### src/rtl/sample_demultiplexer.sv
// ---------------------------------------------------------------------------
// sample_demultiplexer
//
// Reassembles a stream of bytes into 48-bit samples, least-significant byte
// first, and hands each completed sample to a consumer with a rdy/ack
// handshake. While a finished sample waits for the consumer, the byte input
// is back-pressured (data_ack low), so no byte is ever dropped.
//
// Optional feature (macro DEMUX_TIMEOUT_EN): when a partial sample sits idle
// for TIMEOUT_CYCLES cycles it is discarded, collection restarts at byte 0
// and resync pulses high for one cycle. Without the macro, partial samples
// wait indefinitely and resync is tied low.
//
// Ports
//   clk          in   1   single clock for all logic
//   reset        in   1   asynchronous, active-high reset
//   data_rdy     in   1   upstream byte available
//   data         in   8   byte value, valid with data_rdy
//   data_ack     out  1   byte accepted this cycle (high while collecting)
//   sample_rdy   out  1   reassembled sample valid
//   sample       out  48  reassembled sample
//   sample_ack   in   1   consumer takes the sample this cycle
//   sample_count out  16  samples delivered since reset, wraps
//   resync       out  1   one-cycle pulse when a partial sample is discarded
//
// State  | meaning
// COLLECT| accepting bytes, idx_q selects the sample byte to write (0..5)
// HOLD   | complete sample presented, waiting for sample_ack
// ---------------------------------------------------------------------------
module sample_demultiplexer #(
    parameter int TIMEOUT_CYCLES = 255
) (
    input  logic        clk,
    input  logic        reset,
    input  logic        data_rdy,
    input  logic [7:0]  data,
    output logic        data_ack,
    output logic        sample_rdy,
    output logic [47:0] sample,
    input  logic        sample_ack,
    output logic [15:0] sample_count,
    output logic        resync
);

    typedef enum logic {
        COLLECT = 1'b0,
        HOLD    = 1'b1
    } state_t;

    state_t      state_q, state_d;
    logic [2:0]  idx_q, idx_d;
    logic [2:0]  cur_idx;
    logic [47:0] sample_q, sample_d;
    logic [15:0] count_q, count_d;
    logic        xfer;
    logic        restart;

    // data_ack depends on state only, so upstream may wait on it freely.
    assign data_ack     = (state_q == COLLECT);
    assign xfer         = data_ack & data_rdy;
    assign sample_rdy   = (state_q == HOLD);
    assign sample       = sample_q;
    assign sample_count = count_q;

`ifdef DEMUX_TIMEOUT_EN
    localparam int IDLE_W = (TIMEOUT_CYCLES < 2) ? 1 : $clog2(TIMEOUT_CYCLES + 1);

    logic [IDLE_W-1:0] idle_q, idle_d;
    logic              resync_q;

    // The idle count only runs while a sample is partially assembled.
    assign restart = (state_q == COLLECT) && (idx_q != 3'd0) &&
                     (idle_q == IDLE_W'(TIMEOUT_CYCLES));

    always_comb begin
        idle_d = '0;
        if ((state_q == COLLECT) && (idx_q != 3'd0) && !xfer && !restart) begin
            idle_d = idle_q + 1'b1;
        end
    end

    always_ff @(posedge clk or posedge reset) begin
        if (reset) begin
            idle_q   <= '0;
            resync_q <= 1'b0;
        end else begin
            idle_q   <= idle_d;
            resync_q <= restart;
        end
    end

    assign resync = resync_q;
`else
    localparam int unused_timeout_cycles = TIMEOUT_CYCLES;

    assign restart = 1'b0;
    assign resync  = 1'b0;
`endif

    always_comb begin
        state_d  = state_q;
        idx_d    = idx_q;
        sample_d = sample_q;
        count_d  = count_q;
        cur_idx  = idx_q;

        case (state_q)
            COLLECT: begin
                // A byte arriving on the timeout cycle starts a fresh sample.
                cur_idx = restart ? 3'd0 : idx_q;
                idx_d   = cur_idx;
                if (xfer) begin
                    case (cur_idx)
                        3'd0:    sample_d[7:0]   = data;
                        3'd1:    sample_d[15:8]  = data;
                        3'd2:    sample_d[23:16] = data;
                        3'd3:    sample_d[31:24] = data;
                        3'd4:    sample_d[39:32] = data;
                        3'd5:    sample_d[47:40] = data;
                        default: ;
                    endcase
                    if (cur_idx == 3'd5) begin
                        idx_d   = 3'd0;
                        state_d = HOLD;
                    end else begin
                        idx_d = cur_idx + 3'd1;
                    end
                end
            end
            HOLD: begin
                if (sample_ack) begin
                    state_d = COLLECT;
                    idx_d   = 3'd0;
                    count_d = count_q + 16'd1;
                end
            end
            default: begin
                state_d = COLLECT;
                idx_d   = 3'd0;
            end
        endcase
    end

    always_ff @(posedge clk or posedge reset) begin
        if (reset) begin
            state_q  <= COLLECT;
            idx_q    <= 3'd0;
            sample_q <= 48'd0;
            count_q  <= 16'd0;
        end else begin
            state_q  <= state_d;
            idx_q    <= idx_d;
            sample_q <= sample_d;
            count_q  <= count_d;
        end
    end

endmodule

### config.mk
export PLATFORM = sky130hd
export DESIGN_NAME = sample_demultiplexer
export DESIGN_NICKNAME = d
export VERILOG_FILES = /design/src/rtl/sample_demultiplexer.sv
export SDC_FILE = /design/constraint.sdc
export NUM_CORES = 1
export LEC_CHECK = 0
export CORE_MARGIN = 4
export CORE_UTILIZATION = 47
export DETAILED_ROUTE_END_ITERATION = 16
export DONT_BUFFER_PORTS = 1
export GPL_ROUTABILITY_DRIVEN = 0
export GPL_TIMING_DRIVEN = 0
export PLACE_DENSITY = 0.69
export SLEW_MARGIN = 10
export SYNTH_ARGS = -nofsm -noshare
export SYNTH_HDL_FRONTEND = slang
export SYNTH_SLANG_ARGS = --single-unit
export TNS_END_PERCENT = 100
### constraint.sdc
create_clock -name clk -period 2.33 [get_ports clk]
set_input_delay 0.233 -clock clk [delete_from_list [all_inputs] [get_ports clk]]
set_output_delay 0.233 -clock clk [all_outputs]
set_load 0.005 [all_outputs]
# ---- Word level (Yosys, flattened, before mapping)
# Cells that the tools add are included.
dict set report word_totals {
  inputBits 12
  latchBits 0
  mem_count 0
  output_inout_bits 67
  ff_bits 68
  ramBits 0
  wordCells 37
  mem_bits_ro 0
}
dict set report classes {
  eq_ne 7
  n_lt_le_gt_ge 0
  n_reduce_logical 9
  addsub 2
  muxes 8
  div_mod_pow 0
  shift 0
  n_bitwise 2
  n_mul 0
}
# operator n
set ops {}
lappend ops {{$reduce_and A3 Y1} 6}
lappend ops {{$add A16 B1 Y16 const B} 1}
lappend ops {{$mux W3} 3}
lappend ops {{$eq A3 B2 Y1 const B} 2}
lappend ops {{$eq A3 B3 Y1 const B} 2}
lappend ops {{$pmux W3 S2} 1}
lappend ops {{$reduce_and A2 Y1} 2}
lappend ops {{$add A3 B1 Y3 const B} 1}
lappend ops {{$eq A3 B1 Y1 const B} 1}
lappend ops {{$logic_not A3 Y1} 1}
lappend ops {{$mux W1} 3}
lappend ops {{$ne A2 B1 Y1 const B} 1}
lappend ops {{$ne A2 B2 Y1 const B} 1}
lappend ops {{$pmux W1 S2} 1}
lappend ops {{$and A1 B1 Y1} 1}
lappend ops {{$not A1 Y1} 1}

# ---- Logic depth before layout (Yosys ltp)
dict set report depth {
  ltp_word 4
  ltp_mapped 5
  ltp_nobuf 5
}

# ---- Worst setup path before layout
# Ideal clock, no wire load.
dict set report synth_timing {
  path_kind {reg-to-reg}
  startpoint {register state_q (netlist: sample_rdy)}
  endpoint {register sample_q[40] (netlist: sample[40])}
  required_time_ns 2.205
  synth_period_minus_slack_ns 1.448
  stages_incl_launch_ff 5
  path_slack_ns 0.882
  t_arrival_ns 1.322
  setup_time_ns 0.125
  path_cell_list {dfrtp_1 > and2b_4 > and3_4 > buf_6 > mux2_4}
}
dict set report synth_via {
  elab_chain_cells 3
}
# element line_no
set synth_lines {}
lappend synth_lines {{start: declaration} 50} ;# state_t state_q, state_d;
lappend synth_lines {{start signal: assignment} 151} ;# state_q <= state_d;
lappend synth_lines {{$not A1 Y1 (no source line) (*)} --}
lappend synth_lines {{$and A1 B1 Y1} 60} ;# assign xfer = data_ack & data_rdy;
lappend synth_lines {{$reduce_and A3 Y1 (no source line) (*)} --}
lappend synth_lines {{end signal: assignment} 153} ;# sample_q <= sample_d;
lappend synth_lines {{end: declaration} 53} ;# logic [47:0] sample_q, sample_d;
# Every way passes the cells marked *; elsewhere a longest branch is shown, timed or not.
# A chain may end at the register's enable or synchronous reset.

# ---- Worst setup path after layout
dict set report layout_timing {
  startpoint {register state_q (netlist: sample_rdy)}
  endpoint {register sample_q[10] (netlist: sample[10])}
}
# The elaborated chain is that of the path after synthesis.

==> results.sh <==
export IMPL_viasPerCell=5.36
export IMPL_grt_overflow=0
export IMPL_synth_common_cells="dfrtp_1, mux2_2, xnor2_1"
export IMPL_cap_violations=0
export IMPL_skew_ps=6.28
export IMPL_swShare_pct=30.3
export IMPL_slew_viol_final=0
export IMPL_synth_top_area_share_pct=61.5
export IMPL_p_comb_share_pct=22.1
export IMPL_ys_types=30
export IMPL_grt_max_degree=69
export IMPL_syn_cell_area_mm2=0.00277
export IMPL_cts_resized=0
export IMPL_row_count=27
export IMPL_ys_warn_count=0
export IMPL_cts_made_buffers=9
export IMPL_postRouteAntennaNets=0
export IMPL_finalHoldViolCount=0
export IMPL_max_freq_mhz=630
export IMPL_rrSetupSlack_ps=740
export IMPL_vias=1500
export IMPL_grt_pass1_vias=1649
export IMPL_synth_cells=190
export IMPL_worstReg2RegStart="sample_rdy$_DFF_PP0_"
export IMPL_die_h_um=84.7
export IMPL_rsz0062_at_grt="false"
export IMPL_ys_seq_area_share_pct=61.5
export IMPL_leakagePower_nw=1.41
export IMPL_ys_ff_latch=68
export IMPL_status="complete, no violations"
export IMPL_internal_power_mw=2.86
export IMPL_seqPwrFrac_pct=52.2
export IMPL_synth_enable_flop_cells=0
export IMPL_critPathRequiredTime_ps=2540
export IMPL_htreeDepth=3
export IMPL_slew_headroom_pct=47.7
export IMPL_fin_crit_ps=1590
export IMPL_syn2layout_area_growth_pct=12.2
export IMPL_synthArstFlopShare_pct=100
export IMPL_dieArea_mm2=0.00718
export IMPL_crit_end="sample[10]$_DFFE_PP0P_"
export IMPL_critical_path_startpoint="sample_rdy$_DFF_PP0_"
export IMPL_ios=79
export IMPL_grt_pass1_wl_mm=8.98
export IMPL_worst_path_max_fanout=9
export IMPL_power_density_mw_per_mm2=1320
export IMPL_cts_max_path_buffers=2
export IMPL_start_kind="flop"
export IMPL_clkSlewWorstSetupHoldPaths_ps=70
export IMPL_crit_slowest_cell="dfrtp_1"
export IMPL_arrival_ps=1800
export IMPL_antenna_found_initial=0
export IMPL_post_dp_hpwl_mm=3.98
export IMPL_grt_util_all_layers_pct=16.6
export IMPL_synth_most_common_cell="dfrtp_1"
export IMPL_drc_errors=0
export IMPL_synthTopCellsByArea="dfrtp_1, mux2_2, mux2_4"
export IMPL_die_w_um=84.7
export IMPL_setup_viol=0
export IMPL_synth_avg_cell_area_um2=14.6
export IMPL_core_area_mm2=0.00561
export IMPL_drive_gt1_share_pct=38.0
export IMPL_insertion_delay_ps=330
export IMPL_clockRootBuffer="clkbuf_8"
export IMPL_wl_per_cell_um=20.0
export IMPL_post_cts_setup_buffer_count=0
export IMPL_post_route_period_util_pct=68.1
export IMPL_worstPathCellList="nand2b_1 -> nor2_4 -> nand2_2 -> mux2_2"
export IMPL_worst_pin_slew_ps=785
export IMPL_antenna_cells=0
export IMPL_post_route_cell_area_mm2=0.00311
export IMPL_path_buf_inv=0
export IMPL_clockPowerShare_pct=25.7
export IMPL_drt_total_wl_mm=5.59
export IMPL_reg2regPathDepth=4
export IMPL_crit_path_max_incr_delay_ps=480
export IMPL_dpl_instance_area_mm2=0.00286
export IMPL_r2r_end="sample[10]$_DFFE_PP0P_"
export IMPL_final_nets=217
export IMPL_start_util_pct=49.4
export IMPL_fin_util_pct=55.4
export IMPL_hold_class="primary input to flop"
export IMPL_yosys_area_top_type="dfrtp_1"
export IMPL_firstDrtPassIters=5
export IMPL_worstSetupPathType="flop to flop"
export IMPL_drt_iter0_markers=51
export IMPL_critical_path_depth=4
export IMPL_switchingPower_mw=1.24
export IMPL_irDropWorstVdd_mv=0.595
export IMPL_end_kind="flop"
export IMPL_cts_sinks=68
export IMPL_synth_nets=204
export IMPL_synth_flop_cell="dfrtp_1"
export IMPL_critPathTopFamily="simple AND/OR/NAND/NOR gates"
export IMPL_cts_tree="built"
export IMPL_portBuffers=0
export IMPL_p_total_mw=4.10
[kinds of logic (layout without fill, tap and decap cells)]
family / after synthesis / after routing / share of synthesized area (%)
xor+xnor: 15 / 15 / 4.75
simple gates: 42 / 42 / 9.04
fa+ha+maj: 2 / 2 / 0.904
mux: 49 / 49 / 21.0
buf+inv: 7 / 25 / 1.36
other cells: 1 / 1 / 0.135
flops: 68 / 68 / 61.5
compound gates: 6 / 6 / 1.31
[cells in the final DEF (no fill, tap or decap)]
cell type / Yosys / final
a21oi_1: 1 / 1
and2_1: 2 / 2
and2b_4: 2 / 2
and3_1: 1 / 1
and3_4: 1 / 1
buf_4: 1 / 1
buf_6: 1 / 1
bufinv_16: 0 / 2
clkbuf_8: 0 / 10
clkinv_2: 0 / 1
clkinvlp_4: 0 / 3
conb_1: 1 / 1
dfrtp_1: 68 / 68
dlygate4sd3_1: 0 / 2
ha_1: 2 / 2
inv_1: 5 / 4
inv_4: 0 / 1
mux2_2: 41 / 41
mux2_4: 8 / 8
nand2_1: 7 / 7
nand2_2: 3 / 3
nand2b_1: 1 / 1
nand3_1: 7 / 7
nand3_2: 1 / 1
nand3b_4: 1 / 1
nand4_1: 4 / 4
nor2_1: 8 / 8
nor2_2: 1 / 1
nor2_4: 1 / 1
nor3_1: 1 / 1
o2111ai_1: 1 / 1
o21ai_0: 3 / 3
o31ai_1: 1 / 1
or2_2: 1 / 1
xnor2_1: 11 / 11
xor2_1: 4 / 4
[what timing repair did]
item	4_1_cts	5_1_grt
endpoints found under the hold margin	69	0
hold buffers	2	0
setup endpoints to repair	0	0
[state kept, by name (all words and copies together) (netlist names)]
name and count:
cur_idx 3, sample_rdy 1, sample_count 16, sample 48
[stage by stage]
stage               cells  TNS (ps)  hold slack, ps  worst slack, ps
CTS                   280         0            23.3              713
finish                280         0            43.0              742
floorplan             190         0             319              385
detailed placement    262         0             317              726
global route          280         0            15.0              630
global placement      262     -5260             323            -80.2
[area by class of cell]
class | instances | area (um^2)
buffer | 2 | 18.8
clock buffer | 10 | 138
clock inverter | 6 | 87.6
fill | 465 | 2500
inverter | 5 | 21.3
multi-input combinational | 115 | 1030
sequential | 68 | 1700
tap | 72 | 90.1
timing repair buffer | 2 | 20.0
[worst min-delay path by stage]
stage	to	from	cells past startpoint
final	sample[47]$_DFFE_PP0P_	data[7]	1
after floorplan	cur_idx[2]$_DFFE_PP0P_	sample_ack	1
after global routing	sample[7]$_DFFE_PP0P_	data[7]	1
after global placement	cur_idx[2]$_DFFE_PP0P_	sample_ack	1
after CTS	sample[47]$_DFFE_PP0P_	data[7]	1
after detailed placement	sample_count[3]$_DFFE_PP0P_	reset	1
[layer usage]
metal  routed length, um  track usage (%)
met2                2870             27.7
met1                1990             17.4
met5                   0                0
met3                 641             8.64
met4                  81             7.77
[worst reg2reg max path, cell delays in order, from the launching register on]
cell and delay (ps):
dfrtp_1 480, nand2b_1 250, nor2_4 170, nand2_2 230
mux2_2 350
[power groups by stage]
stage / sequential, mW / clock [mW] / combinational (mW)
5_1_grt: 2.21 / 1.15 / 1.01
6_report: 2.14 / 1.06 / 0.906
4_1_cts: 2.15 / 1.09 / 0.927
3_5_place_dp: 2.18 / 0 / 0.918
3_3_place_gp: 2.13 / 0 / 0.856
2_1_floorplan: 2.00 / 0 / 0.775
No activity file was read; power rests on OpenSTA's default activity.
